==> config.mk <==
export PLATFORM = sky130hd
export DESIGN_NAME = lsu
export DESIGN_NICKNAME = d
export VERILOG_FILES = /design/src/rtl/rv32i_pkg.sv /design/src/rtl/lsu_align.sv /design/src/rtl/lsu.sv
export SDC_FILE = /design/constraint.sdc
export NUM_CORES = 1
export LEC_CHECK = 0
export CAP_MARGIN = 20
export CORE_ASPECT_RATIO = 1.5
export CORE_MARGIN = 5
export CORE_UTILIZATION = 46
export DETAILED_ROUTE_END_ITERATION = 8
export GPL_TIMING_DRIVEN = 0
export PLACE_DENSITY = 0.81
export SYNTH_ARGS = -nofsm -noshare
export SYNTH_HDL_FRONTEND = slang
export SYNTH_SLANG_ARGS = --single-unit
==> constraint.sdc <==
create_clock -name clk -period 2.3 [get_ports clk]
set_input_delay 0.23 -clock clk [delete_from_list [all_inputs] [get_ports clk]]
set_output_delay 0.23 -clock clk [all_outputs]
set_load 0.02 [all_outputs]
==> src/rtl/rv32i_pkg.sv <==
`default_nettype none
// ============================================================================
// rv32i_pkg : shared RV32I constants (funct3 widths, LSU fault causes, states)
// Revision  : 1.0
// ============================================================================
package rv32i_pkg;

    localparam logic [2:0] F3_B  = 3'b000;
    localparam logic [2:0] F3_H  = 3'b001;
    localparam logic [2:0] F3_W  = 3'b010;
    localparam logic [2:0] F3_BU = 3'b100;
    localparam logic [2:0] F3_HU = 3'b101;

    localparam logic [1:0] CAUSE_ILLEGAL   = 2'b00;
    localparam logic [1:0] CAUSE_MIS_LOAD  = 2'b01;
    localparam logic [1:0] CAUSE_MIS_STORE = 2'b10;
    localparam logic [1:0] CAUSE_TIMEOUT   = 2'b11;

    typedef enum logic [1:0] {
        ST_IDLE  = 2'd0,
        ST_REQ   = 2'd1,
        ST_DONE  = 2'd2,
        ST_FAULT = 2'd3
    } lsu_state_t;

    // Unsigned widths exist only for loads.
    function automatic logic f3_legal(input logic store, input logic [2:0] f3);
        logic ok;
        case (f3)
            F3_B, F3_H, F3_W: ok = 1'b1;
            F3_BU, F3_HU:     ok = ~store;
            default:          ok = 1'b0;
        endcase
        return ok;
    endfunction

    function automatic logic f3_misaligned(input logic [2:0] f3, input logic [1:0] lo);
        logic mis;
        case (f3[1:0])
            2'b01:   mis = lo[0];
            2'b10:   mis = (lo != 2'b00);
            default: mis = 1'b0;
        endcase
        return mis;
    endfunction

endpackage
`default_nettype wire

==> src/rtl/lsu_align.sv <==
`default_nettype none
// ============================================================================
// lsu_align : byte-lane enables, store replication and load extension
// Revision  : 1.0
// ============================================================================
module lsu_align
    import rv32i_pkg::*;
(
    input  logic [2:0]  funct3,
    input  logic [1:0]  addr_lo,
    input  logic [31:0] store_data,
    input  logic [31:0] rdata,
    output logic [3:0]  be,
    output logic [31:0] wdata,
    output logic [31:0] load_data
);

    logic [7:0]  sel_byte;
    logic [15:0] sel_half;

    assign sel_byte = rdata[{addr_lo, 3'b000} +: 8];
    assign sel_half = rdata[{addr_lo[1], 4'b0000} +: 16];

    always_comb begin
        be    = 4'b1111;
        wdata = store_data;
        case (funct3[1:0])
            2'b00: begin
                be    = 4'b0001 << addr_lo;
                wdata = {4{store_data[7:0]}};
            end
            2'b01: begin
                be    = addr_lo[1] ? 4'b1100 : 4'b0011;
                wdata = {2{store_data[15:0]}};
            end
            default: ;
        endcase
    end

    always_comb begin
        load_data = 32'd0;
        case (funct3)
            F3_B:    load_data = {{24{sel_byte[7]}}, sel_byte};
            F3_H:    load_data = {{16{sel_half[15]}}, sel_half};
            F3_W:    load_data = rdata;
            F3_BU:   load_data = {24'd0, sel_byte};
            F3_HU:   load_data = {16'd0, sel_half};
            default: load_data = 32'd0;
        endcase
    end

endmodule
`default_nettype wire

==> src/rtl/lsu.sv <==
`default_nettype none
// ============================================================================
// lsu : RV32I load/store unit - req/ack bus FSM with fault and timeout reporting
// Revision  : 1.0
// ============================================================================
module lsu
    import rv32i_pkg::*;
#(
    parameter int BUS_TIMEOUT = 16
) (
    input  logic        clk,
    input  logic        reset,
    input  logic        start,
    input  logic        is_store,
    input  logic [2:0]  funct3,
    input  logic [31:0] addr,
    input  logic [31:0] store_data,
    output logic        busy,
    output logic        done,
    output logic [31:0] load_data,
    output logic        fault,
    output logic [1:0]  fault_cause,
    output logic        mem_req,
    output logic        mem_we,
    output logic [31:0] mem_addr,
    output logic [31:0] mem_wdata,
    output logic [3:0]  mem_be,
    input  logic        mem_ack,
    input  logic [31:0] mem_rdata
);

    localparam int CNT_W = $clog2(BUS_TIMEOUT + 1);

    lsu_state_t state, state_next;

    logic             req_store;
    logic [2:0]       req_funct3;
    logic [31:0]      req_addr;
    logic [31:0]      req_wdata;
    logic [31:0]      rdata_q;
    logic [1:0]       cause_q;
    logic [CNT_W-1:0] wait_cnt;

    logic             start_fault;
    logic [1:0]       start_cause;
    logic             timeout_hit;
    logic [3:0]       al_be;
    logic [31:0]      al_wdata;
    logic [31:0]      al_load;

    lsu_align u_align (
        .funct3     (req_funct3),
        .addr_lo    (req_addr[1:0]),
        .store_data (req_wdata),
        .rdata      (rdata_q),
        .be         (al_be),
        .wdata      (al_wdata),
        .load_data  (al_load)
    );

    // Request is screened from the live decoder inputs so faults skip the bus.
    always_comb begin
        start_fault = 1'b1;
        start_cause = CAUSE_ILLEGAL;
        if (!f3_legal(is_store, funct3))
            start_cause = CAUSE_ILLEGAL;
        else if (f3_misaligned(funct3, addr[1:0]))
            start_cause = is_store ? CAUSE_MIS_STORE : CAUSE_MIS_LOAD;
        else
            start_fault = 1'b0;
    end

    // Counter holds cycles already spent in REQ, so the last allowed cycle is BUS_TIMEOUT-1.
    assign timeout_hit = (wait_cnt == CNT_W'(BUS_TIMEOUT - 1));

    always_ff @(posedge clk) begin
        if (reset) state <= ST_IDLE;
        else       state <= state_next;
    end

    always_comb begin
        state_next  = state;
        busy        = 1'b0;
        done        = 1'b0;
        fault       = 1'b0;
        fault_cause = 2'b00;
        load_data   = 32'd0;
        mem_req     = 1'b0;
        mem_we      = 1'b0;
        mem_addr    = 32'd0;
        mem_wdata   = 32'd0;
        mem_be      = 4'b0000;
        case (state)
            ST_IDLE: begin
                if (start) begin
                    busy       = 1'b1;
                    state_next = start_fault ? ST_FAULT : ST_REQ;
                end
            end
            ST_REQ: begin
                busy      = 1'b1;
                mem_req   = 1'b1;
                mem_we    = req_store;
                mem_addr  = {req_addr[31:2], 2'b00};
                mem_be    = al_be;
                mem_wdata = req_store ? al_wdata : 32'd0;
                if (mem_ack)          state_next = ST_DONE;
                else if (timeout_hit) state_next = ST_FAULT;
            end
            ST_DONE: begin
                done       = 1'b1;
                load_data  = req_store ? 32'd0 : al_load;
                state_next = ST_IDLE;
            end
            ST_FAULT: begin
                done        = 1'b1;
                fault       = 1'b1;
                fault_cause = cause_q;
                state_next  = ST_IDLE;
            end
            default: state_next = ST_IDLE;
        endcase
    end

    always_ff @(posedge clk) begin
        if (reset) begin
            req_store  <= 1'b0;
            req_funct3 <= 3'b000;
            req_addr   <= 32'd0;
            req_wdata  <= 32'd0;
            rdata_q    <= 32'd0;
            cause_q    <= 2'b00;
            wait_cnt   <= '0;
        end else begin
            if (state == ST_IDLE && start) begin
                req_store  <= is_store;
                req_funct3 <= funct3;
                req_addr   <= addr;
                req_wdata  <= store_data;
                cause_q    <= start_cause;
            end
            if (state == ST_REQ) begin
                if (mem_ack) begin
                    rdata_q <= mem_rdata;
                end else begin
                    wait_cnt <= wait_cnt + 1'b1;
                    if (timeout_hit) cause_q <= CAUSE_TIMEOUT;
                end
            end else begin
                wait_cnt <= '0;
            end
        end
    end

endmodule
`default_nettype wire

After elaboration in Yosys (flattened, before gate mapping)

Cells that the tools add are included.

Bits of input ports: 104
Register bits: 109
Word-level logic and storage cells: 77

Shifts and indexed selects: 3
Muxes and demuxes: 34
Bitwise gates (word level): 2
Eq/ne operators: 17
$add $sub $neg: 1
Reduce and logical (&&, ||, !) cells: 12

Operators with widths:

| operator                                                           | number |
|---|---|
| 32-bit two-way mux                                                 | 5 |
| 32-bit one-hot mux with 5 select lines                             | 1 |
| 32-bit one-hot mux with 2 select lines                             | 1 |
| 32-bit by 6-bit indexed part select with 16-bit output             | 1 |
| 32-bit by 6-bit indexed part select with 8-bit output              | 1 |
| 2-bit two-way mux                                                  | 12 |
| 3-bit == test (second input constant)                              | 4 |
| 1-bit two-way mux                                                  | 8 |
| 4-bit two-way mux                                                  | 2 |
| 4-bit one-hot mux with 2 select lines                              | 1 |
| 2-bit by 1-bit == test with 1-bit output (second input constant)   | 3 |
| 2-bit == test (second input constant)                              | 3 |
| 3-bit by 1-bit == test with 1-bit output (second input constant)   | 2 |
| 3-bit by 2-bit == test with 1-bit output (second input constant)   | 2 |
| 3-bit zero test                                                    | 2 |
| 1-bit one-hot mux with 2 select lines                              | 3 |
| 2-bit one-hot mux with 3 select lines                              | 1 |
| 2-bit OR reduction                                                 | 3 |
| 5-bit by 1-bit adder with 5-bit output (second input constant)     | 1 |
| 5-bit by 4-bit == test with 1-bit output (second input constant)   | 1 |
| 2-bit zero test                                                    | 2 |
| 2-bit AND reduction                                                | 2 |
| 1-bit by 2-bit << shifter with 4-bit output (first input constant) | 1 |
| 3-bit != test (second input constant)                              | 1 |
| other kinds (5)                                                    | 6 |

Longest topological paths before layout

Gate-level depths: netlist of the first run.

Depth in word-level cells: 10
Gate-level depth with buffers: 6
Gate-level depth less buffers: 6

By module

Synthesis of the first run repeated with hierarchy kept, for this count alone.

Cell total of the unflattened synthesis: 802
Area, all modules: 5,993.2 um^2

Modules (own cells, without submodules):

| module    | seq. area each (um^2) | area each (um^2) | cells an instance | times used |
|---|---|---|---|---|
| lsu       | 2,182.1               | 4,685.7          | 620               | 1 |
| lsu_align | 0.0                   | 1,307.5          | 182               | 1 |

Worst setup path before layout of the first run

OpenSTA, ideal clock, no wires.

Kind: flip-flop to output port
Start point: register state[1]
End point: output mem_wdata[30]
Cell stages (with the launch flop): 7
Required time: 2.070 ns
Path slack: 0.667 ns
Arrival time: 1.403 ns
Path through: dfxtp_1 -> nand2b_1 -> buf_2 -> inv_1 -> nand2_1 -> buf_2 -> a21oi_1

Word-level cells in the longest chain between the ends: 2

RTL lines:

| element                                  | line      | RTL |
|---|---|---|
| start: declaration                       | lsu.sv:34 | `lsu_state_t state, state_next;` |
| start signal: assignment                 | lsu.sv:78 | `else state <= state_next;` |
| 2-bit by 1-bit == test with 1-bit output | lsu.sv:93 | `case (state)` |
| 32-bit two-way mux                       | lsu.sv:93 |  |
| end: declaration                         | lsu.sv:26 | `output logic [31:0] mem_wdata,` |

No other way between the ends.

Final worst setup path of the first run

Start point: register req_funct3[0]
End point: output load_data[8]

Word-level cells in the longest chain between the ends: 4

RTL lines:

| element                                     | line            | RTL |
|---|---|---|
| start: declaration                          | lsu.sv:37       | `logic [2:0] req_funct3;` |
| start signal: assignment                    | lsu.sv:137      | `req_funct3 <= funct3;` |
| 3-bit == test, or another cell as far along | lsu_align.sv:42 | `case (funct3)` |
| 32-bit one-hot mux with 5 select lines *    | lsu_align.sv:42 |  |
| 32-bit two-way mux *                        | lsu.sv:112      | `load_data = req_store ? 32'd0 : al_load;` |
| 32-bit two-way mux *                        | lsu.sv:93       |  |
| end: declaration                            | lsu.sv:20       | `output logic [31:0] load_data,` |

Mark *: on every way between the ends. The rest lies on a longest branch, timed or not.

==> results of run 1 <==
how the worst min path moves through the flow:
| stage | end | start | depth (start not counted) |
|---|---|---|---|
| 6_report | req_wdata[21]$_SDFFE_PP0P_ | store_data[21] | 3 |
| 5_1_grt | req_addr[17]$_SDFFE_PP0P_ | addr[17] | 3 |
| 4_1_cts | req_addr[17]$_SDFFE_PP0P_ | addr[17] | 3 |
| 3_5_place_dp | req_addr[25]$_SDFFE_PP0P_ | req_addr[25]$_SDFFE_PP0P_ | 2 |
| 3_3_place_gp | req_addr[29]$_SDFFE_PP0P_ | req_addr[29]$_SDFFE_PP0P_ | 2 |
| 2_1_floorplan | req_addr[10]$_SDFFE_PP0P_ | addr[10] | 2 |
synth_stat cells, types with 2 or more instances:
cell | number | area, µm²
and3_1 | 11 | 68.8
o22ai_1 | 2 | 12.5
clkbuf_2 | 2 | 10.0
buf_2 | 20 | 100
a211oi_1 | 2 | 15.0
nor3_1 | 8 | 40.0
nor3b_1 | 2 | 15.0
nor2b_1 | 3 | 18.8
nand3_1 | 9 | 45.0
o21ai_0 | 11 | 55.1
clkbuf_1 | 41 | 154
nor2_1 | 14 | 52.6
nand2_1 | 245 | 920
xor2_1 | 2 | 17.5
dfxtp_1 | 109 | 2180
nand2b_1 | 4 | 25.0
a21oi_1 | 153 | 766
buf_4 | 5 | 37.5
nor3b_2 | 2 | 25.0
inv_1 | 5 | 18.8
mux2i_1 | 9 | 90.1
a22oi_1 | 8 | 60.1
a32oi_1 | 8 | 70.1
mux2_2 | 24 | 270
ha_1 | 5 | 62.6
and2_1 | 34 | 213
stage by stage:
step / TNS, ps / utilization [%] / setup slack, ps / total power, mW / instance area (µm²)
finish: 0 / 68.2 / 76.1 / 4.53 / 8110
detailed placement: -1140 / 65.7 / -149 / 3.05 / 7820
floorplan: 0 / - / 667 / 2.63 / 5540
CTS: -971 / 68.2 / -130 / 4.55 / 8120
global placement: -691 / 65.7 / -120 / 3.03 / 7820
global route: -16.3 / 68.2 / -8.23 / 4.74 / 8110
worst reg2reg max path, delay by kind of cell, from the launching register on:
family | cells | cell delay (ps)
fa+ha+maj | 2 | 410
compound gates | 2 | 340
simple gates | 2 | 430
flops | 1 | 340
layer usage:
metal / wire [µm] / vias to the layer above / track usage [%]
met5: 0 / - / 0
met4: 643 / 0 / 10.6
met3: 1650 / 45 / 9.03
met2: 9630 / 218 / 45.7
met1: 6940 / 2749 / 26.3
li1: - / 2988 / -
what timing repair did:
action	CTS	global route
gates cloned	0	0
resized for setup	140	60
endpoints found under the setup margin	100	67
pin swaps	1	0
buffers inserted	4	2
cells in the final DEF, fill, tap and decap left out, drive strengths merged, types with 2 or more instances in the layout:
cell             n
a211oi           2
a21oi          153
a22oi            9
a32oi            8
and2            34
and3            11
buf             34
clkbuf          71
clkdlybuf4s15    9
clkdlybuf4s50  108
clkinv           3
clkinvlp         3
conb             2
dfxtp          109
dlygate4sd2     63
dlymetal6s2s     9
ha               5
inv              4
mux2            24
mux2i            9
nand2          245
nand2b           4
nand3            9
nor2            14
nor2b            3
nor3             8
nor3b            4
o21ai           11
o22ai            2
xor2             2
registers in the layout, indices dropped and copies added, names as in the netlist:
name        count
req_addr       32
wait_cnt        5
req_funct3      3
cause_q         2
state           2
req_store       1
req_wdata      32
rdata_q        32
power by group through the flow:
stage / clock network, mW / logic [mW] / registers, mW
after CTS: 1.52 / 0.935 / 2.09
after global placement: 0 / 0.910 / 2.12
after detailed placement: 0 / 0.918 / 2.13
after global routing: 1.61 / 1.03 / 2.10
after floorplan: 0 / 0.529 / 2.10
final: 1.50 / 0.946 / 2.09
final cells by class:
cell class / count / share of cell area, %
Inverter: 6 / 0.339
Buffer: 68 / 4.54
Sequential cell: 109 / 26.9
Multi-Input combinational cell: 576 / 37.9
Clock buffer: 12 / 3.16
Clock inverter: 4 / 0.401
Timing Repair Buffer: 214 / 24.4
Tap cell: 153 / 2.36
kinds of logic after synthesis:
kind of cell    Yosys count
other cells               1
xor+xnor                  3
fa+ha+maj                 5
flops                   109
buf+inv                  75
simple gates            339
mux                      34
compound gates          193
==> results.py, run 1 <==
metrics = {
    "run_status": {
        "status": "complete, no violations",
    },
    "critical_path": {
        "cp.depth": 6,
        "r2r-start": "wait_cnt[0]$_SDFFE_PP0N_",
        "arrival_ps": 1990,
        "cp-endpoint": "load_data[8]",
        "ff2ff_path_depth": 6,
        "reg2reg_to": "cause_q[1]$_SDFF_PP0_",
        "crit_required_ps": 2070,
        "crit_start": "req_funct3[0]$_SDFFE_PP0P_",
        "path_buf_inv": 3,
        "crit_path_start_kind": "flip-flop",
        "end_kind": "output pin",
        "crit_chain": "buf_2 -> clkbuf_4 -> nor3_2 -> nand2_2 -> a21oi_1 -> clkdlybuf4s15_1",
        "worst-setup-path-type": "reg2out",
        "critPathMaxStageDelay_ps": 330,
        "crit_family": "buffers and inverters",
        "crit_slowest_cell": "clkdlybuf4s15_1",
        "crit_fanout": 10,
        "r2r_slack_ps": 650,
    },
    "timing": {
        "fmaxAchievable_mhz": 450,
        "worst_slew_pin_slew_ps": 578,
        "finClkSkew_ps": 4.68,
        "slew_headroom_pct": 61.4,
        "rsz0062_at_grt": "true",
        "timing.final.crit_share_pct": 96.7,
        "period_needed_ps": 2220,
        "setup_violations": 0,
        "hold_slack_ps": 423,
        "hold_viol": 0,
        "maxSlewViolCount": 0,
    },
    "pwr": {
        "power_frac_comb_pct": 20.9,
        "power_density_nw_per_um2": 559,
        "p_leak_nw": 3.45,
        "power.internal_mw": 3.23,
        "sequentialPowerShare_pct": 46.1,
        "vdd_drop_max_mv": 0.408,
        "clockPowerShare_pct": 33.1,
        "switching_power_mw": 1.30,
        "p_sw_share_pct": 28.7,
    },
    "flow_run": {
        "cap_violations": 0,
    },
    "placement": {
        "gp_congestion": 0.922,
        "io_buffers": 208,
        "hpwl_mm": 14.4,
        "dp_cells": 1121,
    },
    "final_layout": {
        "fill_cells": 1105,
        "final_cells": 1142,
        "multiInputGateArea_um2": 3070,
        "regArea_um2": 2180,
        "drive_gt1_share_pct": 12.7,
        "diodes": 0,
        "nNetsFinal": 1093,
        "area_growth_pct": 46.4,
    },
    "synthesis": {
        "synth.distinct_cells": 47,
        "synth-simple-area-share_pct": 26.8,
        "synth_compound_area_share_pct": 19.1,
        "synth_top_family_by_area": "simple AND/OR/NAND/NOR gates",
        "synth-edff-count": 0,
        "synth-seq-area-share_pct": 39.4,
        "yosys_register_bits": 109,
        "postSynthAreaPerCell_um2": 7.30,
        "synth_ff_type": "dfxtp_1",
        "synth_mux_area_share_pct": 6.91,
        "synthCells": 759,
        "netlist_area_um2": 5540,
        "synth_xor_area_share_pct": 0.474,
        "ys.warnings.count": 0,
        "async_reset_ff_share_pct": 0,
        "synthAdderAreaFrac_pct": 1.13,
    },
    "floorplanning": {
        "row_count": 49,
        "fp.dieW_um": 99.6,
        "dieArea_um2": 14400,
        "start_util_pct": 46.6,
        "die_h_um": 144,
        "coreArea_um2": 11900,
        "ios": 211,
    },
    "drt": {
        "wirelength_mm": 18.9,
        "drt_iter0_drc": 256,
        "drtAntennaViolNets": 0,
        "vias": 6000,
        "vias_per_cell": 5.25,
        "avgRoutedWirePerCell_um": 16.5,
        "firstDrtPassIters": 5,
        "drc": 0,
    },
    "worst_hold_path": {
        "hold_class": "in2reg",
    },
    "clock_tree": {
        "cts_buffers": 9,
        "clock_tree.root_cell": "clkbuf_16",
        "cts_hold_buf": 0,
        "clk_pin_slew_ps": 70,
        "numClockSinks": 109,
        "cts_tree": "yes",
        "h-tree-depth": 3,
        "clock_latency_ps": 350,
        "cts.path.max_buffers": 2,
    },
    "global_route": {
        "grt_pass1_vias": 5738,
        "grt_max_degree": 18,
        "antenna_found_initial": 0,
        "grt_pass1_wl_mm": 28.7,
        "grt.overflow.total": 0,
        "grtUsageTotal_pct": 25.2,
    },
}
(Power assumes the default switching activity.)
==> run 2: changes to the inputs <==
- CORE_UTILIZATION: 46 -> 45
- PLACE_DENSITY: 0.81 -> 0.8
- clock period: 2.3 -> 2.1 ns (I/O delays scaled with it)
==> run 2 against run 1 <==
Against the previous run:
- die area is 2.0% higher
- first-iteration DRC count is 3.9% higher
- clock power is 6% higher
- final cell count hardly changed
- combinational power is 11% higher
- critical endpoint is now load_data[4]
- largest power group unchanged
==> results.py, run 2 (synthesis gave the netlist of run 1 again) <==
metrics = {
    "run_status": {
        "status": "complete, no violations",
    },
    "clock_tree": {
        "numClockSinks": 109,
        "cts_hold_buf": 0,
        "cts_buffers": 9,
        "cts.path.max_buffers": 2,
        "clk_pin_slew_ps": 70,
        "cts_tree": "yes",
        "h-tree-depth": 3,
        "clock_latency_ps": 340,
        "clock_tree.root_cell": "clkbuf_16",
    },
    "timing": {
        "fmaxAchievable_mhz": 483,
        "finClkSkew_ps": 3.87,
        "rsz0062_at_grt": "true",
        "setup_violations": 0,
        "worst_slew_pin_slew_ps": 532,
        "hold_viol": 0,
        "timing.final.crit_share_pct": 98.5,
        "slew_headroom_pct": 64.5,
        "hold_slack_ps": 407,
        "maxSlewViolCount": 0,
        "finalSetupTns_ps": 0,
        "period_needed_ps": 2070,
    },
    "pwr": {
        "power_density_nw_per_um2": 617,
        "power.internal_mw": 3.51,
        "switching_power_mw": 1.42,
        "total_power_mw": 4.92,
        "p_leak_nw": 3.19,
        "clockPowerShare_pct": 32.3,
        "sequentialPowerShare_pct": 46.5,
        "power_frac_comb_pct": 21.2,
        "p_sw_share_pct": 28.8,
        "vdd_drop_max_mv": 0.454,
    },
    "drt": {
        "avgRoutedWirePerCell_um": 16.4,
        "drtAntennaViolNets": 0,
        "drc": 0,
        "wirelength_mm": 18.7,
        "drt_iter0_drc": 266,
        "firstDrtPassIters": 5,
        "vias": 6022,
        "vias_per_cell": 5.28,
    },
    "final_layout": {
        "nNetsFinal": 1093,
        "diodes": 0,
        "drive_gt1_share_pct": 18.6,
        "mostFrequentLayoutCells": "nand2_1, a21oi_1, clkdlybuf4s50_1",
        "largestRegisters": "rdata_q x32, req_addr x32, req_wdata x32",
        "fill_cells": 1119,
        "final_cells": 1141,
        "area_growth_pct": 44.1,
        "final_common_cell": "nand2_1",
    },
    "critical_path": {
        "crit_chain": "buf_6 -> mux2_2 -> a32oi_1 -> a21oi_1 -> clkdlybuf4s15_2",
        "crit_slowest_cell": "dfxtp_2",
        "critPathMaxStageDelay_ps": 370,
        "crit_path_start_kind": "flip-flop",
        "end_kind": "output pin",
        "crit_required_ps": 1890,
        "crit_fanout": 10,
        "arrival_ps": 1860,
        "r2r_slack_ps": 430,
        "reg2reg_to": "req_addr[29]$_SDFFE_PP0P_",
        "r2r-start": "state[0]$_SDFFE_PP0P_",
        "worst-setup-path-type": "reg2out",
        "ff2ff_path_depth": 5,
    },
    "global_route": {
        "antenna_found_initial": 0,
        "grtUsageTotal_pct": 24.6,
        "grt.overflow.total": 0,
        "grt_max_degree": 18,
        "grt_pass1_wl_mm": 28.8,
        "grt_pass1_vias": 5782,
    },
    "floorplanning": {
        "dieArea_um2": 14700,
        "ios": 211,
        "row_count": 49,
        "fp.dieW_um": 101,
        "die_h_um": 146,
        "coreArea_um2": 12000,
        "start_util_pct": 46.1,
    },
    "worst_hold_path": {
        "hold_class": "in2reg",
        "holdPathEnd": "req_addr[27]$_SDFFE_PP0P_",
        "min_from": "addr[27]",
        "whs_path_depth": 3,
    },
    "flow_run": {
        "cap_violations": 0,
    },
    "placement": {
        "hpwl_mm": 14.5,
        "gp_congestion": 0.954,
        "io_buffers": 208,
        "dp_cells": 1121,
    },
}
==> run 2: through the flow <==
stage | utilization, % | setup slack, ps | cell area [µm²]
2_1_floorplan | - | 487 | 5540
3_3_place_gp | 65.0 | -281 | 7820
3_5_place_dp | 65.0 | -275 | 7820
4_1_cts | 67.9 | -40.1 | 8160
5_1_grt | 66.4 | -34.8 | 7980
6_report | 66.4 | 30.8 | 7980
==> run 2: layer usage <==
layer / vias up / wire length, µm / GRT usage [%] / part of all wire [%]
met1: 2720 / 6480 / 24.9 / 35
met3: 54 / 1740 / 8.39 / 9.3
met4: 0 / 801 / 10.5 / 4.3
met5: - / 0 / 0 / 0
met2: 254 / 9700 / 44.8 / 52
li1: 2994 / - / - / -
==> run 2: layout make-up <==
type                       count  area, µm²  area share, %
timing repair buffer         214       1800           22.6
tap                          153        191           2.40
clock buffer                  10        239           2.99
sequential                   109       2190           27.4
multi-input combinational    576       3110           38.9
clock inverter                 5       35.0          0.439
buffer                        68        397           4.97
inverter                       6       26.3          0.329
==> run 2: critical path, delay by kind of cell, from the launching register on <==
family / cells / cell delay (ps)
buf+inv: 2 / 430
flops: 1 / 370
mux: 1 / 370
compound gates: 2 / 360
==> run 2: worst max path at each step <==
stage                                    start       endpoint  slack, ps  cells after the start
global route        req_funct3[1]$_SDFFE_PP0P_  load_data[22]        -30                      7
finish                req_addr[1]$_SDFFE_PP0P_   load_data[4]         30                      5
CTS                 req_funct3[1]$_SDFFE_PP0P_  load_data[17]        -40                      7
detailed placement       state[1]$_SDFFE_PP0P_  mem_wdata[13]       -270                      7
floorplan                state[1]$_SDFFE_PP0P_  mem_wdata[30]        490                      6
global placement         state[1]$_SDFFE_PP0P_  mem_wdata[14]       -280                      7
==> run 2: power groups by stage <==
stage | Combinational, mW | Sequential (mW) | Clock, mW
after floorplan | 0.579 | 2.30 | 0
after global placement | 0.996 | 2.33 | 0
after detailed placement | 1.00 | 2.33 | 0
after CTS | 1.04 | 2.29 | 1.63
after global routing | 1.14 | 2.30 | 1.72
final | 1.05 | 2.29 | 1.59
==> run 2: repair_timing <==
item	CTS	global route
pin swaps	1	2
setup buffers	5	0
endpoints found under the setup margin	101	98
gates resized for setup	254	124
gates cloned	1	0
==> run 3: changes to the inputs <==
- GPL_ROUTABILITY_DRIVEN: unset -> 0
==> results of run 3 <==
No change in the layout: final DEF, timing and power equal those of run 2.
